<file path="src/rtl/imem_boot_loader.sv">
// Instruction-memory image writer: NOP-fills the whole BRAM, then packs a
// little-endian byte stream into 32-bit words while holding the core in reset.
module imem_boot_loader #(
  parameter int          DEPTH    = 512,
  parameter int          ADDR_W   = $clog2(DEPTH),
  parameter logic [31:0] NOP_WORD = 32'h0000_0013
) (
  input  logic              clk,
  input  logic              rst,
  input  logic              load_start,
  input  logic              load_end,
  input  logic              byte_valid,
  input  logic [7:0]        byte_data,
  output logic              byte_ready,
  output logic              mem_we,
  output logic [ADDR_W-1:0] mem_addr,
  output logic [31:0]       mem_wdata,
  output logic              core_rst,
  output logic              load_done,
  output logic [ADDR_W:0]   word_count,
  output logic              overflow_err,
  output logic              partial_err
);

  typedef enum logic [2:0] {IDLE, FILL, LOAD, DRAIN, DONE} state_t;

  localparam logic [ADDR_W:0]   FULL   = (ADDR_W+1)'(DEPTH);
  localparam logic [ADDR_W:0]   WC_ONE = (ADDR_W+1)'(1);
  localparam logic [ADDR_W-1:0] LAST_A = ADDR_W'(DEPTH-1);
  localparam logic [ADDR_W-1:0] A_ONE  = ADDR_W'(1);

  state_t            state_q, state_d;
  logic              byte_ready_q, byte_ready_d;
  logic              mem_we_q, mem_we_d;
  logic [ADDR_W-1:0] mem_addr_q, mem_addr_d;
  logic [31:0]       mem_wdata_q, mem_wdata_d;
  logic              core_rst_q, core_rst_d;
  logic              load_done_q, load_done_d;
  logic [ADDR_W:0]   word_count_q, word_count_d;
  logic              overflow_q, overflow_d;
  logic              partial_q, partial_d;
  logic [1:0]        idx_q, idx_d;
  logic [23:0]       buf_q, buf_d;
  logic              take;

  // byte_ready_q is only ever set while in LOAD, so it gates acceptance alone
  assign take = byte_valid & byte_ready_q;

  always_comb begin
    state_d      = state_q;
    mem_we_d     = 1'b0;
    mem_addr_d   = mem_addr_q;
    mem_wdata_d  = mem_wdata_q;
    word_count_d = word_count_q;
    overflow_d   = overflow_q;
    partial_d    = partial_q;
    idx_d        = idx_q;
    buf_d        = buf_q;
    case (state_q)
      IDLE, DONE: begin
        if (load_start) begin
          state_d      = FILL;
          mem_we_d     = 1'b1;
          mem_addr_d   = '0;
          mem_wdata_d  = NOP_WORD;
          word_count_d = '0;
          overflow_d   = 1'b0;
          partial_d    = 1'b0;
          idx_d        = '0;
        end
      end
      FILL: begin
        if (mem_addr_q == LAST_A) begin
          state_d = LOAD;
        end else begin
          mem_we_d   = 1'b1;
          mem_addr_d = mem_addr_q + A_ONE;
        end
      end
      LOAD: begin
        if (take) begin
          if (idx_q == 2'd3) begin
            idx_d = '0;
            if (word_count_q == FULL) begin
              overflow_d = 1'b1;
            end else begin
              mem_we_d     = 1'b1;
              mem_addr_d   = word_count_q[ADDR_W-1:0];
              mem_wdata_d  = {byte_data, buf_q};
              word_count_d = word_count_q + WC_ONE;
            end
          end else begin
            buf_d[{idx_q, 3'b000} +: 8] = byte_data;
            idx_d = idx_q + 2'd1;
          end
        end
        // a byte accepted alongside load_end is counted before the pending check
        if (load_end) begin
          state_d = DRAIN;
          if (idx_d != 2'd0) partial_d = 1'b1;
          idx_d = '0;
        end
      end
      DRAIN:   state_d = DONE;
      default: state_d = IDLE;
    endcase
    byte_ready_d = (state_d == LOAD);
    core_rst_d   = (state_d != DONE);
    load_done_d  = (state_d == DONE);
  end

  always_ff @(posedge clk) begin
    if (rst) begin
      state_q      <= IDLE;
      byte_ready_q <= 1'b0;
      mem_we_q     <= 1'b0;
      mem_addr_q   <= '0;
      mem_wdata_q  <= '0;
      core_rst_q   <= 1'b1;
      load_done_q  <= 1'b0;
      word_count_q <= '0;
      overflow_q   <= 1'b0;
      partial_q    <= 1'b0;
      idx_q        <= '0;
      buf_q        <= '0;
    end else begin
      state_q      <= state_d;
      byte_ready_q <= byte_ready_d;
      mem_we_q     <= mem_we_d;
      mem_addr_q   <= mem_addr_d;
      mem_wdata_q  <= mem_wdata_d;
      core_rst_q   <= core_rst_d;
      load_done_q  <= load_done_d;
      word_count_q <= word_count_d;
      overflow_q   <= overflow_d;
      partial_q    <= partial_d;
      idx_q        <= idx_d;
      buf_q        <= buf_d;
    end
  end

  assign byte_ready   = byte_ready_q;
  assign mem_we       = mem_we_q;
  assign mem_addr     = mem_addr_q;
  assign mem_wdata    = mem_wdata_q;
  assign core_rst     = core_rst_q;
  assign load_done    = load_done_q;
  assign word_count   = word_count_q;
  assign overflow_err = overflow_q;
  assign partial_err  = partial_q;

endmodule

</file>
<file path="config.mk">
export PLATFORM = sky130hd
export DESIGN_NAME = imem_boot_loader
export DESIGN_NICKNAME = d
export VERILOG_FILES = /design/src/rtl/imem_boot_loader.sv
export SDC_FILE = /design/constraint.sdc
export NUM_CORES = 1
export LEC_CHECK = 0
export BUFFER_PORTS_ARGS = -buffer_cell sky130_fd_sc_hd__buf_4
export CAP_MARGIN = 20
export CELL_PAD_IN_SITES_DETAIL_PLACEMENT = 0
export CELL_PAD_IN_SITES_GLOBAL_PLACEMENT = 1
export CORE_MARGIN = 4
export CORE_UTILIZATION = 38
export DETAILED_ROUTE_END_ITERATION = 7
export GPL_TIMING_DRIVEN = 0
export PLACE_DENSITY = 0.75
export SLEW_MARGIN = 10
export SYNTH_ARGS = -nofsm -noshare
export SYNTH_HDL_FRONTEND = slang
export SYNTH_SLANG_ARGS = --single-unit
</file>
<file path="constraint.sdc">
create_clock -name clk -period 5.06 [get_ports clk]
set_clock_uncertainty 0.1 [all_clocks]
set_input_delay 0.253 -clock clk [delete_from_list [all_inputs] [get_ports clk]]
set_output_delay 0.253 -clock clk [all_outputs]
set_load 0.005 [all_outputs]
</file>
# [Word-level counts from Yosys, hierarchy flattened]
# Index checks and enable logic that the tools add are counted.
[op_classes] eq_ne=18 muxes=41 reduce_logical=11 bitwise=2 shifts=2 n_addsub=4
[op_table] cell="two-way mux 32 bit" n=4
[op_table] cell="one-hot mux 32 bit (2 select lines)" n=1
[op_table] cell="two-way mux 9 bit" n=5
[op_table] cell="two-way mux 10 bit" n=4
[op_table] cell="one-hot mux 9 bit (3 select lines)" n=1
[op_table] cell="bitwise mux 24 bit" n=1
[op_table] cell="variable shift 8 x 7 -> 24 bit (first input constant)" n=1
[op_table] cell="variable part select 8 x 7 -> 24 bit" n=1
[op_table] cell="one-hot mux 10 bit (2 select lines)" n=1
[op_table] cell="inequality test 2 bit (second input constant)" n=8
[op_table] cell="one-hot mux 3 bit (4 select lines)" n=1
[op_table] cell="two-way mux 1 bit" n=11
[op_table] cell="adder 10 x 1 -> 10 bit (second input constant)" n=1
[op_table] cell="equality test 10 bit (second input constant)" n=1
[op_table] cell="two-way mux 2 bit" n=5
[op_table] cell="AND reduction 5 bit" n=2
[op_table] cell="adder 9 x 1 -> 9 bit (second input constant)" n=1
[op_table] cell="equality test 3 x 2 -> 1 bit (second input constant)" n=3
[op_table] cell="equality test 9 bit (second input constant)" n=1
[op_table] cell="two-way mux 3 bit" n=3
[op_table] cell="negation 5 -> 7 bit" n=1
[op_table] cell="equality test 3 bit (second input constant)" n=2
[op_table] cell="AND reduction 6 bit" n=1
[op_table] cell="one-hot mux 1 bit (2 select lines)" n=2
[op_table] cell="other kinds (15)" n=16
[totals] ff_bits=86 output_inout_bits=57 in_bits=13

# [Longest topological paths before layout]
[logic_depth] depth_word=8 mapped_depth=9

# [Worst setup path after synthesis]
# OpenSTA, ideal clock, no wires.
[synth_path] path_kind="register to register" start="reg word_count_q[0], in the netlist word_count[0]" end="reg mem_addr_q[7], in the netlist mem_addr[7]" slack_ps=2839 synth_period_minus_slack_ps=2221 n_path_buf=0 stages_incl_launch_ff=8 arrival_ps=2005 setup_ps=117 path_cell_list="dfxtp_1 inv_1 ha_1 or4b_4 o41a_1 o22ai_2 nor2_1 a22o_1"
[synth_between] elab_chain_cells=3
[synth_rtl] item="start, declared" line="39" source="logic [ADDR_W:0] word_count_q, word_count_d;"
[synth_rtl] item="start signal, assigned" line="134" source="word_count_q <= word_count_d;"
[synth_rtl] item="equality test 10 bit" line="84" source="if (word_count_q == FULL) begin"
[synth_rtl] item="inequality test 2 bit (no source line)"
[synth_rtl] item="AND reduction 6 bit (no source line)"
[synth_rtl] item="end signal, assigned" line="130" source="mem_addr_q <= mem_addr_d;"
[synth_rtl] item="end, declared" line="35" source="logic [ADDR_W-1:0] mem_addr_q, mem_addr_d;"
# Every way passes these cells.
# A chain may end at the register's enable or synchronous reset.

# [Worst setup path after layout]
# Same ends and word-level chain as after synthesis.

==> results.sh <==
export IMPL_antenna_found_initial=0
export IMPL_async_flop_share=0
export IMPL_h_tree_depth=3
export IMPL_drive_gt1_frac=0.285
export IMPL_cts_sinks=86
export IMPL_cpPeakStageDelay_ps=490
export IMPL_finalSetupTns_ps=0
export IMPL_path_buf_inv=1
export IMPL_ios=70
export IMPL_rows=35
export IMPL_place_area_sq_um=4420
export IMPL_synth_area_sq_um=3750
export IMPL_outcome="completed"
export IMPL_num_antenna_cells=0
export IMPL_groute_usage_overall=0.179
export IMPL_finalHoldViolCount=0
export IMPL_p_per_area_nw_per_um2=268
export IMPL_crit_chain="inv_1, ha_1, or4b_4, o41a_1, o22ai_2, nor2_1, a22o_1"
export IMPL_dieArea_sq_um=11500
export IMPL_clockRootBuffer="clkbuf_8"
export IMPL_vias=3277
export IMPL_ctsHoldBuffers=0
export IMPL_dr_first_iter_drc_count=157
export IMPL_cts_setup_buffers=0
export IMPL_synthFlopType="dfxtp_1"
export IMPL_synth_distinct_cells=46
export IMPL_syn_inst=418
export IMPL_gp_congestion=0.817
export IMPL_clock_latency_ps=360
export IMPL_rsz0062_at_grt="false"
export IMPL_numCtsBuffers=9
export IMPL_critical_path_slowest_cell="or4b_4"
export IMPL_globalRouteOverflowTotal=0
export IMPL_area_delta_synth_final_pct=22.7
export IMPL_power_uw=1230
export IMPL_fillers=954
export IMPL_critPathLaunchType="register"
export IMPL_holdCritPathClass="primary input to register"
export IMPL_cp_top_family="compound AO/OA/AOI/OAI gates"
export IMPL_critical_path_required_ps=5220
export IMPL_clkTransAtPathRegs_ps=100
export IMPL_cp_depth=7
export IMPL_worst_slew_pin_slew_ps=913
export IMPL_p_leak_uw=0.00167
export IMPL_portBuffers=68
export IMPL_synth_seq_cells=86
export IMPL_yosysWarnings=0
export IMPL_final_common_cell="dfxtp_1"
export IMPL_design_area_sq_um=4600
export IMPL_max_freq_ghz=0.397
export IMPL_drc=0
export IMPL_layout_common_cells="dfxtp_1, buf_4, nand2_1"
export IMPL_finalCriticalPeriod_ps=2520
export IMPL_fp_dieH_um=107
export IMPL_initial_core_util=0.398
export IMPL_worstSetupPathType="register to register"
export IMPL_wire_per_inst_um=15.9
export IMPL_hpwl_um=7330
export IMPL_ant_nets=0
export IMPL_grt_pass1_vias=3054
export IMPL_core_sq_um=9420
export IMPL_avgSynthCellArea_sq_um=8.97
export IMPL_cts_tree="built"
export IMPL_synth_edf_count=0
export IMPL_slew_headroom=0.390
export IMPL_grt_max_degree=17
export IMPL_cp_max_fo=6
export IMPL_wl_um=10000
export IMPL_ff2ff_path_depth=7
export IMPL_setup_violations=0
export IMPL_clockBufferDepth=2
export IMPL_peakVddDrop_uv=115
export IMPL_period_share=0.497
export IMPL_nets=519
export IMPL_die_w_um=107
export IMPL_post_cts_resized=0
export IMPL_first_pass_iters=4
export IMPL_maxCapViolations=0
export IMPL_slew_violations=0
export IMPL_arrival_ps=2680
export IMPL_syn_num_nets=440
export IMPL_whs_path_depth=3
export IMPL_ys_seq_area_frac=0.459
export IMPL_grt_pass1_wl_um=16300
export IMPL_post_drt_via_cell_ratio=5.19
export IMPL_critPathCaptureType="register"
[routing by layer]
layer  up-vias  track usage  part of all wire
met2        92        0.270              0.45
met5         -            0                 0
li1       1649            -                 -
met1      1530        0.259              0.48
met4         0       0.0505            0.0062
met3         6       0.0360             0.058
[path summary, 6_finish.rpt]
kind / slack, ps / to / startpoint
min: 60 / mem_wdata[29]$_SDFFE_PP0P_ / byte_data[5]
max reg2reg: 2540 / mem_addr[7]$_SDFFE_PP0P_ / word_count[0]$_SDFFE_PP0P_
max: 2540 / mem_addr[7]$_SDFFE_PP0P_ / word_count[0]$_SDFFE_PP0P_
min reg2reg: 360 / buf_q[14]$_SDFFE_PP0P_ / buf_q[14]$_SDFFE_PP0P_
[logic make-up after synthesis]
logic type	after synthesis	synth area share
simple gates	182	0.242
compound gates	105	0.216
flops	86	0.459
buf+inv	31	0.0417
fa+ha+maj	9	0.0300
xor+xnor	5	0.0117
[where the power goes]
group / internal (uW) / switching (uW) / leakage [uW] / total, uW
registers: 683 / 5.17 / 0.000695 / 688
logic: 32.5 / 56.5 / 0.000880 / 89.0
clock network: 186 / 271 / 0.0000963 / 457
[final cells by class]
class / instances / area, sq um / area share
multi-input cells: 301 / 1870 / 0.407
flip-flops and latches: 86 / 1720 / 0.374
repair buffers: 68 / 510 / 0.111
well taps: 129 / 161 / 0.0351
plain buffers: 23 / 126 / 0.0275
clock buffers: 9 / 124 / 0.0269
clock inverters: 7 / 56.3 / 0.0122
inverters: 8 / 30.0 / 0.00652
[state kept, by name (all words and copies together), names as in the netlist]
name / cells
buf_q: 24
mem_addr: 9
idx_q: 2
overflow_err: 1
core_rst: 1
partial_err: 1
state_q: 3
byte_ready: 1
mem_we: 1
load_done: 1
mem_wdata: 32
word_count: 10
[through the flow]
step,hold slack [ps],worst slack [ps],instances,util
2_1_floorplan,287,2840,418,-
3_3_place_gp,340,2550,615,0.470
3_5_place_dp,345,2550,615,0.470
4_1_cts,51.0,2520,631,0.489
5_1_grt,58.1,2340,631,0.489
6_report,57.3,2540,631,0.489
[Yosys cell counts, types with 4 or more instances]
cell type,instances,share of area
inv_1,8,0.0080
nor3_1,12,0.016
clkbuf_1,12,0.012
nor3b_1,4,0.0080
buf_2,8,0.011
ha_1,9,0.030
dfxtp_1,86,0.46
nand3_1,33,0.044
nor2_2,20,0.033
a211oi_1,4,0.0080
o21ai_0,10,0.013
a21oi_1,38,0.051
xnor2_1,4,0.0093
nand2_1,45,0.045
nor2_1,39,0.039
and2_1,5,0.0083
nand3b_1,8,0.016
a22oi_1,12,0.024
a22oi_2,19,0.063
[worst register-to-register path, stage by stage (launching register included)]
cell	delay [ps]
dfxtp_1	390
inv_1	130
ha_1	160
or4b_4	490
o41a_1	460
o22ai_2	300
nor2_1	130
a22o_1	260
Note: power is estimated with default switching activity, not from simulation.
